[src/rtl/cpu_sequencer.sv]
// rtl/cpu_sequencer.sv - multi-cycle control sequencer for the 16-bit CPU datapath
module cpu_sequencer #(
    parameter int MEM_TIMEOUT = 16,
    parameter int CNT_W       = 16
) (
    input  logic             Clk,
    input  logic             Rst,
    input  logic [15:0]      Instr2ctrl,
    input  logic             MemReady,
    output logic             Branch,
    output logic             JumpControl,
    output logic             MemRead,
    output logic             MemWrite,
    output logic [1:0]       WriteControl,
    output logic [1:0]       ALUOperation,
    output logic             ALUSrc,
    output logic             RegWrite,
    output logic [1:0]       WndSelect,
    output logic             PCWrite,
    output logic             Halted,
    output logic             Fault,
    output logic [CNT_W-1:0] RetireCount,
    output logic [2:0]       State
);

    typedef enum logic [2:0] {
        FETCH  = 3'd0,
        DECODE = 3'd1,
        EXEC   = 3'd2,
        MEM    = 3'd3,
        HALT   = 3'd4
    } state_t;

    localparam int TW = $clog2(MEM_TIMEOUT + 1);

    state_t           state, state_next;
    logic [15:0]      ir;
    logic [3:0]       opcode;
    logic [1:0]       wnd;
    logic [CNT_W-1:0] retire_cnt;
    logic             fault;
    logic [TW-1:0]    tmo_cnt;
    logic             retire;
    logic             tmo_hit;
    logic             is_load, is_store, is_halt;
    logic             unused_ir_bits;

    assign opcode   = ir[15:12];
    assign is_load  = (opcode == 4'b0000);
    assign is_store = (opcode == 4'b0001);
    assign is_halt  = (opcode == 4'b0011);

    // Operand fields are consumed by the datapath straight from the instruction bus.
    assign unused_ir_bits = ^ir[11:2];

    always_comb begin
        state_next   = state;
        Branch       = 1'b0;
        JumpControl  = 1'b0;
        MemRead      = 1'b0;
        MemWrite     = 1'b0;
        WriteControl = 2'b00;
        ALUOperation = 2'b00;
        ALUSrc       = 1'b0;
        RegWrite     = 1'b0;
        PCWrite      = 1'b0;
        retire       = 1'b0;
        tmo_hit      = 1'b0;
        case (state)
            FETCH: state_next = DECODE;
            DECODE: begin
                if (is_load || is_store) state_next = MEM;
                else if (is_halt)        state_next = HALT;
                else                     state_next = EXEC;
            end
            EXEC: begin
                PCWrite    = 1'b1;
                retire     = 1'b1;
                state_next = FETCH;
                casez (opcode)
                    4'b0010: JumpControl = 1'b1;
                    4'b0100: begin
                        Branch       = 1'b1;
                        ALUOperation = 2'b01;
                    end
                    4'b1000: begin
                        ALUOperation = ir[1:0];
                        WriteControl = 2'b01;
                        RegWrite     = 1'b1;
                    end
                    4'b1001: begin
                        WriteControl = 2'b10;
                        RegWrite     = 1'b1;
                    end
                    4'b1010: begin
                        WriteControl = 2'b11;
                        RegWrite     = 1'b1;
                    end
                    4'b11??: begin
                        ALUOperation = ir[13:12];
                        ALUSrc       = 1'b1;
                        WriteControl = 2'b01;
                        RegWrite     = 1'b1;
                    end
                    default: ;
                endcase
            end
            MEM: begin
                MemRead  = is_load;
                MemWrite = is_store;
                if (MemReady) begin
                    RegWrite   = is_load;
                    PCWrite    = 1'b1;
                    retire     = 1'b1;
                    state_next = FETCH;
                end else if (tmo_cnt == TW'(MEM_TIMEOUT - 1)) begin
                    // Last strobed cycle: the counter reaches MEM_TIMEOUT at this edge.
                    tmo_hit    = 1'b1;
                    state_next = HALT;
                end
            end
            HALT: state_next = HALT;
            default: state_next = FETCH;
        endcase
    end

    always_ff @(posedge Clk) begin
        if (!Rst) begin
            state      <= FETCH;
            ir         <= '0;
            wnd        <= 2'b00;
            retire_cnt <= '0;
            fault      <= 1'b0;
            tmo_cnt    <= '0;
        end else begin
            state <= state_next;
            if (state == FETCH) ir <= Instr2ctrl;
            if (retire) retire_cnt <= retire_cnt + CNT_W'(1);
            if (tmo_hit) fault <= 1'b1;
            if (state == DECODE)
                tmo_cnt <= '0;
            else if (state == MEM && !MemReady)
                tmo_cnt <= tmo_cnt + TW'(1);
            if (state == EXEC && opcode == 4'b1011) wnd <= ir[1:0];
        end
    end

    assign WndSelect   = wnd;
    assign RetireCount = retire_cnt;
    assign Fault       = fault;
    assign Halted      = (state == HALT);
    assign State       = state;

endmodule

[config.mk]
export PLATFORM = sky130hd
export DESIGN_NAME = cpu_sequencer
export DESIGN_NICKNAME = d
export VERILOG_FILES = /design/src/rtl/cpu_sequencer.sv
export SDC_FILE = /design/constraint.sdc
export NUM_CORES = 1
export LEC_CHECK = 0
export CAP_MARGIN = 25
export CORE_UTILIZATION = 47
export CTS_BUF_LIST = sky130_fd_sc_hd__clkbuf_8
export CTS_CLUSTER_DIAMETER = 80
export DETAILED_ROUTE_END_ITERATION = 6
export GPL_ROUTABILITY_DRIVEN = 0
export HOLD_SLACK_MARGIN = 0.03
export PLACE_DENSITY = 0.81
export SETUP_SLACK_MARGIN = 0.15
export SYNTH_ARGS = -nofsm -noshare
export SYNTH_HDL_FRONTEND = slang
export SYNTH_SLANG_ARGS = --single-unit
export TNS_END_PERCENT = 100
[constraint.sdc]
create_clock -name Clk -period 2.1 [get_ports Clk]
set_input_delay 0.63 -clock Clk [delete_from_list [all_inputs] [get_ports Clk]]
set_output_delay 0.63 -clock Clk [all_outputs]
set_load 0.02 [all_outputs]
==> reports/metrics.cfg, run 1 <==
[power_and_ir_drop]
finalPower_mw = 1.39
peakVddDrop_mv = 0.493
powerDensity_nw_per_um2 = 550
total_leakage_power_nw = 1.16

[detailed_routing]
met2_length_mm = 2.12
drtAntennaViolNets = 0
drt_iter0_markers = 66
m1WireLength_mm = 1.88
dr.pass1.iters = 5
vias = 1706
dr_wl_met3_um = 170
drc_errors = 0
drt_wl_total_mm = 4.25
top_layer = met4
via_per_inst = 5.35
drt-wirelength-per-cell_um = 13.3

[global_routing]
antenna_found_initial = 0
grt_use_total_pct = 22.7
grt_max_degree = 19
grt_pass1_wl_mm = 6.28
grt-ovfl-total = 0
first_global_vias = 1500

[critical_path]
critPathLaunch = ir[15]
worst-r2r-cell-count = 6
crit_buf_inv = 1
worst_setup_path_end_kind = output port
reg2reg_to = RetireCount[13]
crit_end = ALUOperation[0]
worstSetupPathType = reg2out
r2r-start = State[2]
start_kind = flip-flop
slowest_delay_ns = 0.56
cp.depth = 3
arrival_ns = 1.46
crit_slowest_cell = or4_4
ff2ff_setup_slack_ns = 0.20
required_ns = 1.47
cp_max_fo = 4
worstPathCellList = or4_4 -> a21oi_2 -> buf_4
cp_top_family = simple AND/OR/NAND/NOR gates

[hold_path]
hold_class = reg2reg

[yosys]
synth_largest_area_cell = dfxtp_1
seq_area_frac_synth_pct = 40.0
synthDistinctLibCells = 42
synth.most_common_cell = dfxtp_1
synth.top_cells.by_count = dfxtp_1, nor2_1, a21oi_1
ys_ff_latch = 33
yosys.area.top_type_share_pct = 40.0
synthFlopType = dfxtp_1
ys_top_cells_by_area = dfxtp_1, nor2_1, a21oi_1
synth_edf_count = 0
synth_nets = 219
synth_area_per_cell_um2 = 8.38
ys.warnings.count = 0
async_flop_share_pct = 0
syn-instance-count = 197
syn-cell-area_um2 = 1650

[sta]
worst_pin_slew_ns = 0.578
slew_violations = 0
fin_crit_ns = 2.09
fin_crit_sh_pct = 99.7
rsz0062_at_grt = true
hold_viol_final = 0
fin_worst_skew_ns = 0.00728
relSlewSlack_pct = 61.1
setup_violations = 0
hold_ws_ns = 0.471
fmax_mhz = 477

[placement]
portBuffers = 42
hpwl_mm = 2.93
place_inst = 310

[job]
max_cap_violations = 0

[clock_network]
cts_sinks = 33
ctsHoldBuffers = 0
clk_pin_slew_ns = 0.07
cts_tree = yes
htreeDepth = 2
clk_path_buf_depth = 2
clockRootBuffer = clkbuf_8
cts_made_buffers = 5
clk_latency_ns = 0.29

[cells_and_area]
post-route-util_pct = 75.9
multi_input_area_um2 = 985
synthToLayoutAreaGrowth_pct = 53.4
fillers = 252
nNetsFinal = 295
finalNonFillerCells = 319
n_antenna_cell = 0
drive_above_1_share_pct = 32.2
ff_latch_area_um2 = 674

[floorplan]
pin_count = 53
core_area_um2 = 3340
dieArea_um2 = 3750
start_util_pct = 49.5
die_w_um = 61.3
rows = 21
chipHeight_um = 61.3

[status]
outcome = finished clean

per-layer routing:
layer | GRT usage, % | vias up
li1 | - | 852
met1 | 26.0 | 812
met2 | 40.5 | 34
met3 | 5.88 | 8
met4 | 8.44 | 0
met5 | 0 | -
what timing repair did:
action                     in CTS  in global routing
setup endpoints to repair      27                 25
pin swaps                       2                  8
gates resized for setup        74                 26
buffers inserted                1                  1
registers in the layout (all words and copies together), names as in the netlist:
signal / cells
RetireCount: 16
Fault: 1
tmo_cnt: 5
State: 3
ir: 6
WndSelect: 2
cell usage in the layout (no fill, tap or decap), types with 2 or more instances in the layout:
cell / instances
nor3b_2: 2
a21oi_1: 12
nor2b_4: 2
dfxtp_4: 3
or3_1: 3
buf_4: 43
buf_2: 3
dfxtp_2: 2
or4_4: 2
o31ai_1: 4
and3_1: 2
o21ai_0: 9
nand4_1: 3
nand3_1: 5
inv_1: 6
dlygate4sd2_1: 7
mux2i_1: 6
o31a_1: 2
nor3_2: 3
dfxtp_1: 28
or4_1: 2
or3_4: 3
clkbuf_8: 5
ha_1: 3
buf_6: 6
nor4_1: 4
nand3b_1: 3
xnor2_1: 8
clkdlybuf4s50_1: 13
nor3_1: 2
dlymetal6s2s_1: 9
a21oi_2: 5
nand2_1: 13
xor2_1: 2
nor2_1: 27
tightest hold or removal path, delay by kind of cell (launching register included):
family,cells,cell delay (ns)
DFF,1,0.33
and+or+nand+nor,1,0.07
AOI/OAI and AO/OA,1,0.04
logic make-up (layout without fill, tap and decap cells):
| group | count (synthesis) | after routing | synth area share (%) |
|---|---|---|---|
| AO/OA/AOI/OAI | 37 | 37 | 13.3 |
| XOR/XNOR | 10 | 10 | 5.31 |
| adder cells (fa/ha/maj) | 3 | 3 | 2.27 |
| buffers and inverters | 19 | 95 | 5.76 |
| flip-flops | 33 | 33 | 40.0 |
| multiplexers | 6 | 6 | 3.64 |
| AND/OR/NAND/NOR | 89 | 89 | 29.7 |
per-stage QoR:
step / setup TNS, ns / area, um^2 / setup WS (ns)
final: 0 / 2530 / 0.00532
after global routing: -0.0468 / 2530 / -0.0251
after detailed placement: -5.17 / 2390 / -0.527
after floorplan: 0 / 1710 / 0.0579
after global placement: -4.83 / 2390 / -0.531
after CTS: 0 / 2480 / 0.00193
report_power, final:
group / leakage, nW / internal, mW / switching (mW)
logic: 0.847 / 0.147 / 0.135
registers: 0.270 / 0.646 / 0.0233
clock network: 0.0452 / 0.220 / 0.221
how the worst min path moves through the flow:
| stage | end | slack (ns) | startpoint | depth (start not counted) |
|---|---|---|---|---|
| after floorplan | WndSelect[1] | 0.44 | ir[1] | 2 |
| after global routing | Fault | 0.52 | Fault | 2 |
| after detailed placement | Fault | 0.46 | Fault | 2 |
| after CTS | Fault | 0.48 | Fault | 2 |
| final | Fault | 0.47 | Fault | 2 |
| after global placement | Fault | 0.46 | Fault | 2 |
area by class of cell:
type | instances | area share (%)
inverter | 6 | 0.890
clock inverter | 2 | 0.346
clock buffer | 5 | 2.72
sequential | 33 | 26.6
tap | 46 | 2.27
timing repair buffer | 82 | 28.2
multi-input combinational | 145 | 38.9
No activity file was read; power rests on OpenSTA's default activity.
==> inputs of run 2 (changes only) <==
--- a/config.mk
+++ b/config.mk
@@ -13,7 +13,6 @@
 export GPL_ROUTABILITY_DRIVEN = 0
 export HOLD_SLACK_MARGIN = 0.03
 export PLACE_DENSITY = 0.81
-export SETUP_SLACK_MARGIN = 0.15
 export SYNTH_ARGS = -nofsm -noshare
 export SYNTH_HDL_FRONTEND = slang
 export SYNTH_SLANG_ARGS = --single-unit
==> run 2 against run 1 <==
Effect of this change: count of clock-buffer cells in the layout is 2 higher; critical path depth stayed put; via count is 2.3% lower.
==> reports/metrics.cfg, run 2 (synthesized netlist as in run 1, its figures left out) <==
[power_and_ir_drop]
powerDensity_nw_per_um2 = 597  ; +8.5%
total_leakage_power_nw = 0.954  ; -18%
peakVddDrop_mv = 0.385  ; -22%

[status]
outcome = finished clean

[critical_path]
reg2reg_to = RetireCount[8]
crit_buf_inv = 1  ; unchanged
cp_max_fo = 4  ; unchanged
worstPathCellList = or4_4 -> a21oi_2 -> buf_4
worst-r2r-cell-count = 8  ; +2
ff2ff_setup_slack_ns = 0.12  ; -0.08 ns
worstSetupPathType = reg2out
slowest_delay_ns = 0.54  ; -0.02 ns
arrival_ns = 1.46  ; about the same
required_ns = 1.47  ; about the same
cp_top_family = simple AND/OR/NAND/NOR gates
r2r-start = State[1]
start_kind = flip-flop
crit_slowest_cell = or4_4
worst_setup_path_end_kind = output port

[sta]
rsz0062_at_grt = true
fin_worst_skew_ns = 0.00141  ; -0.00587 ns
fin_crit_ns = 2.09  ; -0.00889 ns
slew_violations = 0  ; unchanged
fin_crit_sh_pct = 99.3  ; -0.42 points
relSlewSlack_pct = 63.3  ; +2.2 points
worst_pin_slew_ns = 0.545  ; -0.0332 ns
hold_viol_final = 0  ; unchanged
fin_setup_tns_ns = 0  ; unchanged
setup_violations = 0  ; unchanged
fmax_mhz = 479  ; +0.43%

[placement]
hpwl_mm = 2.85  ; -2.7%
portBuffers = 42  ; unchanged

[detailed_routing]
drt_wl_total_mm = 3.94  ; -7.3%
drt-wirelength-per-cell_um = 12.5  ; -5.8%
vias = 1667  ; -2.3%
dr.pass1.iters = 4  ; -1
drtAntennaViolNets = 0  ; unchanged
drc_errors = 0  ; unchanged
drt_iter0_markers = 63  ; -4.5%
via_per_inst = 5.31  ; -0.73%

[hold_path]
worstHoldStart = Fault
min_to = Fault
hold_class = reg2reg
hold_depth = 2  ; unchanged

[cells_and_area]
n_antenna_cell = 0  ; unchanged
largest_reg_flops = 16  ; unchanged
post-route-util_pct = 74.0  ; -1.9 points
mostFrequentLayoutCells = buf_4, dfxtp_1, nor2_1, clkdlybuf4s50_1, a21oi_1
synthToLayoutAreaGrowth_pct = 49.6
nNetsFinal = 289  ; -2.0%
drive_above_1_share_pct = 28.0  ; -4.2 points
final_common_cell = buf_4

[clock_network]
clk_path_buf_depth = 2  ; unchanged
clockRootBuffer = clkbuf_8
cts_tree = yes
htreeDepth = 2  ; unchanged
clk_pin_slew_ns = 0.07  ; about the same
cts_sinks = 33  ; unchanged
cts_made_buffers = 5  ; unchanged
clk_latency_ns = 0.29  ; about the same

[global_routing]
grt_use_total_pct = 23.1  ; +0.37 points
first_global_vias = 1456  ; -2.9%
antenna_found_initial = 0  ; unchanged
grt_max_degree = 16  ; -3
grt_pass1_wl_mm = 6.33  ; +0.88%
grt-ovfl-total = 0  ; unchanged

[job]
max_cap_violations = 0  ; unchanged

[floorplan]
chipHeight_um = 61.3  ; unchanged
dieArea_um2 = 3750  ; unchanged
rows = 21  ; unchanged
core_area_um2 = 3340  ; unchanged
start_util_pct = 49.5  ; unchanged
die_w_um = 61.3  ; unchanged
pin_count = 53  ; unchanged

-- run 2: cell count changes in the layout (fill, tap and decap cells not counted), moves of 3 or more --
cell,previous run,this run
clkdlybuf4s50_1,13,26
dlymetal6s2s_1,9,1
buf_6,6,0
buf_4,43,38
a21oi_1,12,16
a21oi_2,5,1
dlygate4sd2_1,7,3
clkdlybuf4s15_2,0,3
-- run 2: area by class of cell --
cell class,count,area [um^2]
tap,46,57.6
multi-input combinational,145,967
sequential,33,672
fill,256,868
clock inverter,1,5.00
inverter,6,22.5
clock buffer,7,96.3
timing repair buffer,76,648
-- run 2: worst register-to-register path: stages (launching register included) --
cell	delay [ns]
dfxtp_2	0.33
buf_4	0.12
buf_4	0.18
nand2b_4	0.06
buf_4	0.15
or3_1	0.41
buf_4	0.17
or3_1	0.35
a21oi_1	0.15
-- run 2: where the power goes --
part / switching, mW / internal, mW
registers: 0.0248 / 0.647
logic: 0.130 / 0.144
clock network: 0.232 / 0.296
-- run 2: repair_timing --
item	CTS	global route
pin swaps	1	5
gates resized for setup	51	17
endpoints found under the setup margin	21	12
buffers inserted	1	0
hold buffers	0	0
-- run 2: routing by layer --
layer  vias up  global-route usage [%]  wire length [um]
met3        11                    7.56               198
met5         -                       0                 0
met4         0                    11.0                89
met1       773                    28.7              1720
met2        47                    36.2              1930
li1        836                       -                 -
-- run 2: how the worst max path moves through the flow --
stage                   from              end  slack [ns]  depth (start not counted)
floorplan           State[1]         RegWrite       -0.11                          5
global placement    MemReady         RegWrite       -0.53                          3
detailed placement  MemReady         RegWrite       -0.52                          3
CTS                   ir[15]  ALUOperation[0]       -0.01                          3
global route          ir[15]  ALUOperation[0]       -0.01                          3
finish                ir[15]  ALUOperation[0]        0.01                          3
-- run 2: stage by stage --
| step | instance area (um^2) | setup WS (ns) | hold slack, ns | power [mW] | cells |
|---|---|---|---|---|---|
| final | 2470 | 0.0142 | 0.472 | 1.47 | 314 |
| after global routing | 2470 | -0.0129 | 0.500 | 1.54 | 314 |
| after CTS | 2460 | -0.0113 | 0.476 | 1.48 | 314 |
| after detailed placement | 2330 | -0.522 | 0.461 | 0.947 | 305 |
| after global placement | 2330 | -0.528 | 0.454 | 0.940 | 305 |
| after floorplan | 1680 | -0.115 | 0.444 | 0.824 | 197 |
==> inputs of run 3 (changes only) <==
--- a/config.mk
+++ b/config.mk
@@ -12,7 +12,7 @@
 export DETAILED_ROUTE_END_ITERATION = 6
 export GPL_ROUTABILITY_DRIVEN = 0
 export HOLD_SLACK_MARGIN = 0.03
-export PLACE_DENSITY = 0.81
+export PLACE_DENSITY = 0.82
 export SYNTH_ARGS = -nofsm -noshare
 export SYNTH_HDL_FRONTEND = slang
 export SYNTH_SLANG_ARGS = --single-unit
==> run 3 against run 2 <==
Effect of this change: the run now ends with setup timing left; count of clock-buffer cells in the layout shrank 2; combinational power increased by 3%; sequential power about the same; first-iteration DRC count is 7.9% lower; power shrank 2.9%; utilization is 0.11 points higher; hold slack better by 0.017 ns; setup slack worse by 0.031 ns; largest cell class unchanged; largest power group unchanged.
==> reports/metrics.cfg, run 3 (synthesized netlist as in run 1, its figures left out) <==
[status]
outcome = finished, violations left
violations = setup timing

[detailed_routing]
via_per_inst = 5.29  ; -0.30%
drc_errors = 0  ; unchanged
drt_wl_total_mm = 4.27  ; +8.4%
dr.pass1.iters = 4  ; unchanged
drt_iter0_markers = 58  ; -7.9%
vias = 1662  ; -0.30%
drt-wirelength-per-cell_um = 13.6  ; +8.4%
drtAntennaViolNets = 0  ; unchanged

[critical_path]
worst_setup_path_end_kind = output port
worstSetupPathType = reg2out
cp_top_family = simple AND/OR/NAND/NOR gates
slowest_delay_ns = 0.37  ; -0.17 ns
required_ns = 1.47  ; about the same
worstPathCellList = nor2b_4 -> nand3_4 -> nor3_4 -> a32o_2 -> buf_6
crit_slowest_cell = dfxtp_4
start_kind = flip-flop
cp_max_fo = 4  ; unchanged
crit_buf_inv = 1  ; unchanged
arrival_ns = 1.49  ; +0.03 ns

[placement]
place_inst = 305  ; unchanged
portBuffers = 42  ; unchanged
pre_cts_ws_ns = -0.671  ; -0.149 ns
hpwl_mm = 2.87  ; +0.77%
place_area_um2 = 2330  ; unchanged

[floorplan]
dieArea_um2 = 3750  ; unchanged
start_util_pct = 49.5  ; unchanged
core_area_um2 = 3340  ; unchanged
chipHeight_um = 61.3  ; unchanged
pin_count = 53  ; unchanged
die_w_um = 61.3  ; unchanged
rows = 21  ; unchanged

[sta]
worst_pin_slew_ns = 0.640  ; +0.0955 ns
hold_viol_final = 0  ; unchanged
rsz0062_at_grt = true
fin_crit_ns = 2.12  ; +0.0314 ns
relSlewSlack_pct = 57.1  ; -6.2 points
fin_worst_skew_ns = 0.00516  ; +0.00375 ns
setup_violations = 2  ; +2
fin_crit_sh_pct = 101  ; +1.5 points
fmax_mhz = 472  ; -1.5%
slew_violations = 0  ; unchanged
fin_setup_tns_ns = -0.0188  ; -0.0188 ns
fin_ws_ns = -0.0171  ; -0.0314 ns

[clock_network]
htreeDepth = 2  ; unchanged
ctsHoldBuffers = 0  ; unchanged
clk_pin_slew_ns = 0.07  ; about the same
clockRootBuffer = clkbuf_8
clk_latency_ns = 0.30  ; about the same
cts_tree = yes
clk_path_buf_depth = 2  ; unchanged
cts_made_buffers = 5  ; unchanged
cts_sinks = 33  ; unchanged

[cells_and_area]
final_common_cell = buf_4
drive_above_1_share_pct = 28.4  ; +0.37 points
nNetsFinal = 289  ; unchanged
n_antenna_cell = 0  ; unchanged
synthToLayoutAreaGrowth_pct = 49.8
finalNonFillerCells = 314  ; unchanged
final_area_um2 = 2470  ; +0.15%
largest_reg_flops = 16  ; unchanged
mostFrequentLayoutCells = buf_4, dfxtp_1, clkdlybuf4s50_1, nor2_1, a21oi_1

[global_routing]
grt-ovfl-total = 0  ; unchanged
grt_use_total_pct = 24.4  ; +1.3 points
antenna_found_initial = 0  ; unchanged
grt_pass1_wl_mm = 6.60  ; +4.1%
grt_max_degree = 19  ; +3
first_global_vias = 1490  ; +2.3%

[power_and_ir_drop]
total_leakage_power_nw = 0.955  ; +0.13%
finalPower_mw = 1.43  ; -2.9%
powerDensity_nw_per_um2 = 579  ; -3.0%
peakVddDrop_mv = 0.459  ; +19%

[job]
max_cap_violations = 0  ; unchanged

[hold_path]
hold_class = reg2reg

run 3: per-stage QoR:
stage,hold WS (ns),util [%]
6_report,0.489,74.1
5_1_grt,0.498,74.1
3_5_place_dp,0.477,69.8
3_3_place_gp,0.464,69.8
2_1_floorplan,0.444,-
4_1_cts,0.482,72.8
run 3: worst reg2reg max path: cells and delay by family, from the launching register on:
family / cells / cell delay (ns)
buffers and inverters: 2 / 0.33
AND/OR/NAND/NOR: 3 / 1.08
flip-flops: 1 / 0.35
AO/OA/AOI/OAI: 1 / 0.14
run 3: timing repair:
action / CTS / global route
endpoints found under the setup margin: 18 / 14
gates resized for setup: 48 / 24
buffers inserted: 0 / 1
pin swaps: 0 / 3
run 3: final timing paths:
kind | endpoint | from | cells past startpoint | slack (ns)
min reg2reg | WndSelect[1] | ir[1] | 2 | 0.49
max | RegWrite | State[1] | 5 | -0.02
max reg2reg | RetireCount[14] | State[2] | 6 | 0.13
min | WndSelect[1] | ir[1] | 2 | 0.49
run 3: metal layers:
layer	track usage [%]	vias to the layer above	wire length [um]	part of all wire (%)
met5	0	-	0	0
met4	9.74	0	58	1.4
met3	7.77	7	151	3.5
met2	43.0	27	2200	52
met1	27.3	789	1860	44
li1	-	839	-	-
run 3: final cells by class:
cell class | count | area (um^2)
Sequential cell | 33 | 671
Multi-Input combinational cell | 145 | 985
Clock buffer | 5 | 68.8
Tap cell | 46 | 57.6
Fill cell | 251 | 865
Inverter | 6 | 22.5
Clock inverter | 3 | 17.5
Timing Repair Buffer | 76 | 651
run 3: power by group:
| part | switching, mW | internal [mW] | total (mW) |
|---|---|---|---|
| Combinational | 0.136 | 0.146 | 0.282 |
| Clock | 0.246 | 0.228 | 0.474 |
| Sequential | 0.0284 | 0.647 | 0.675 |
| Total | 0.410 | 1.02 | 1.43 |
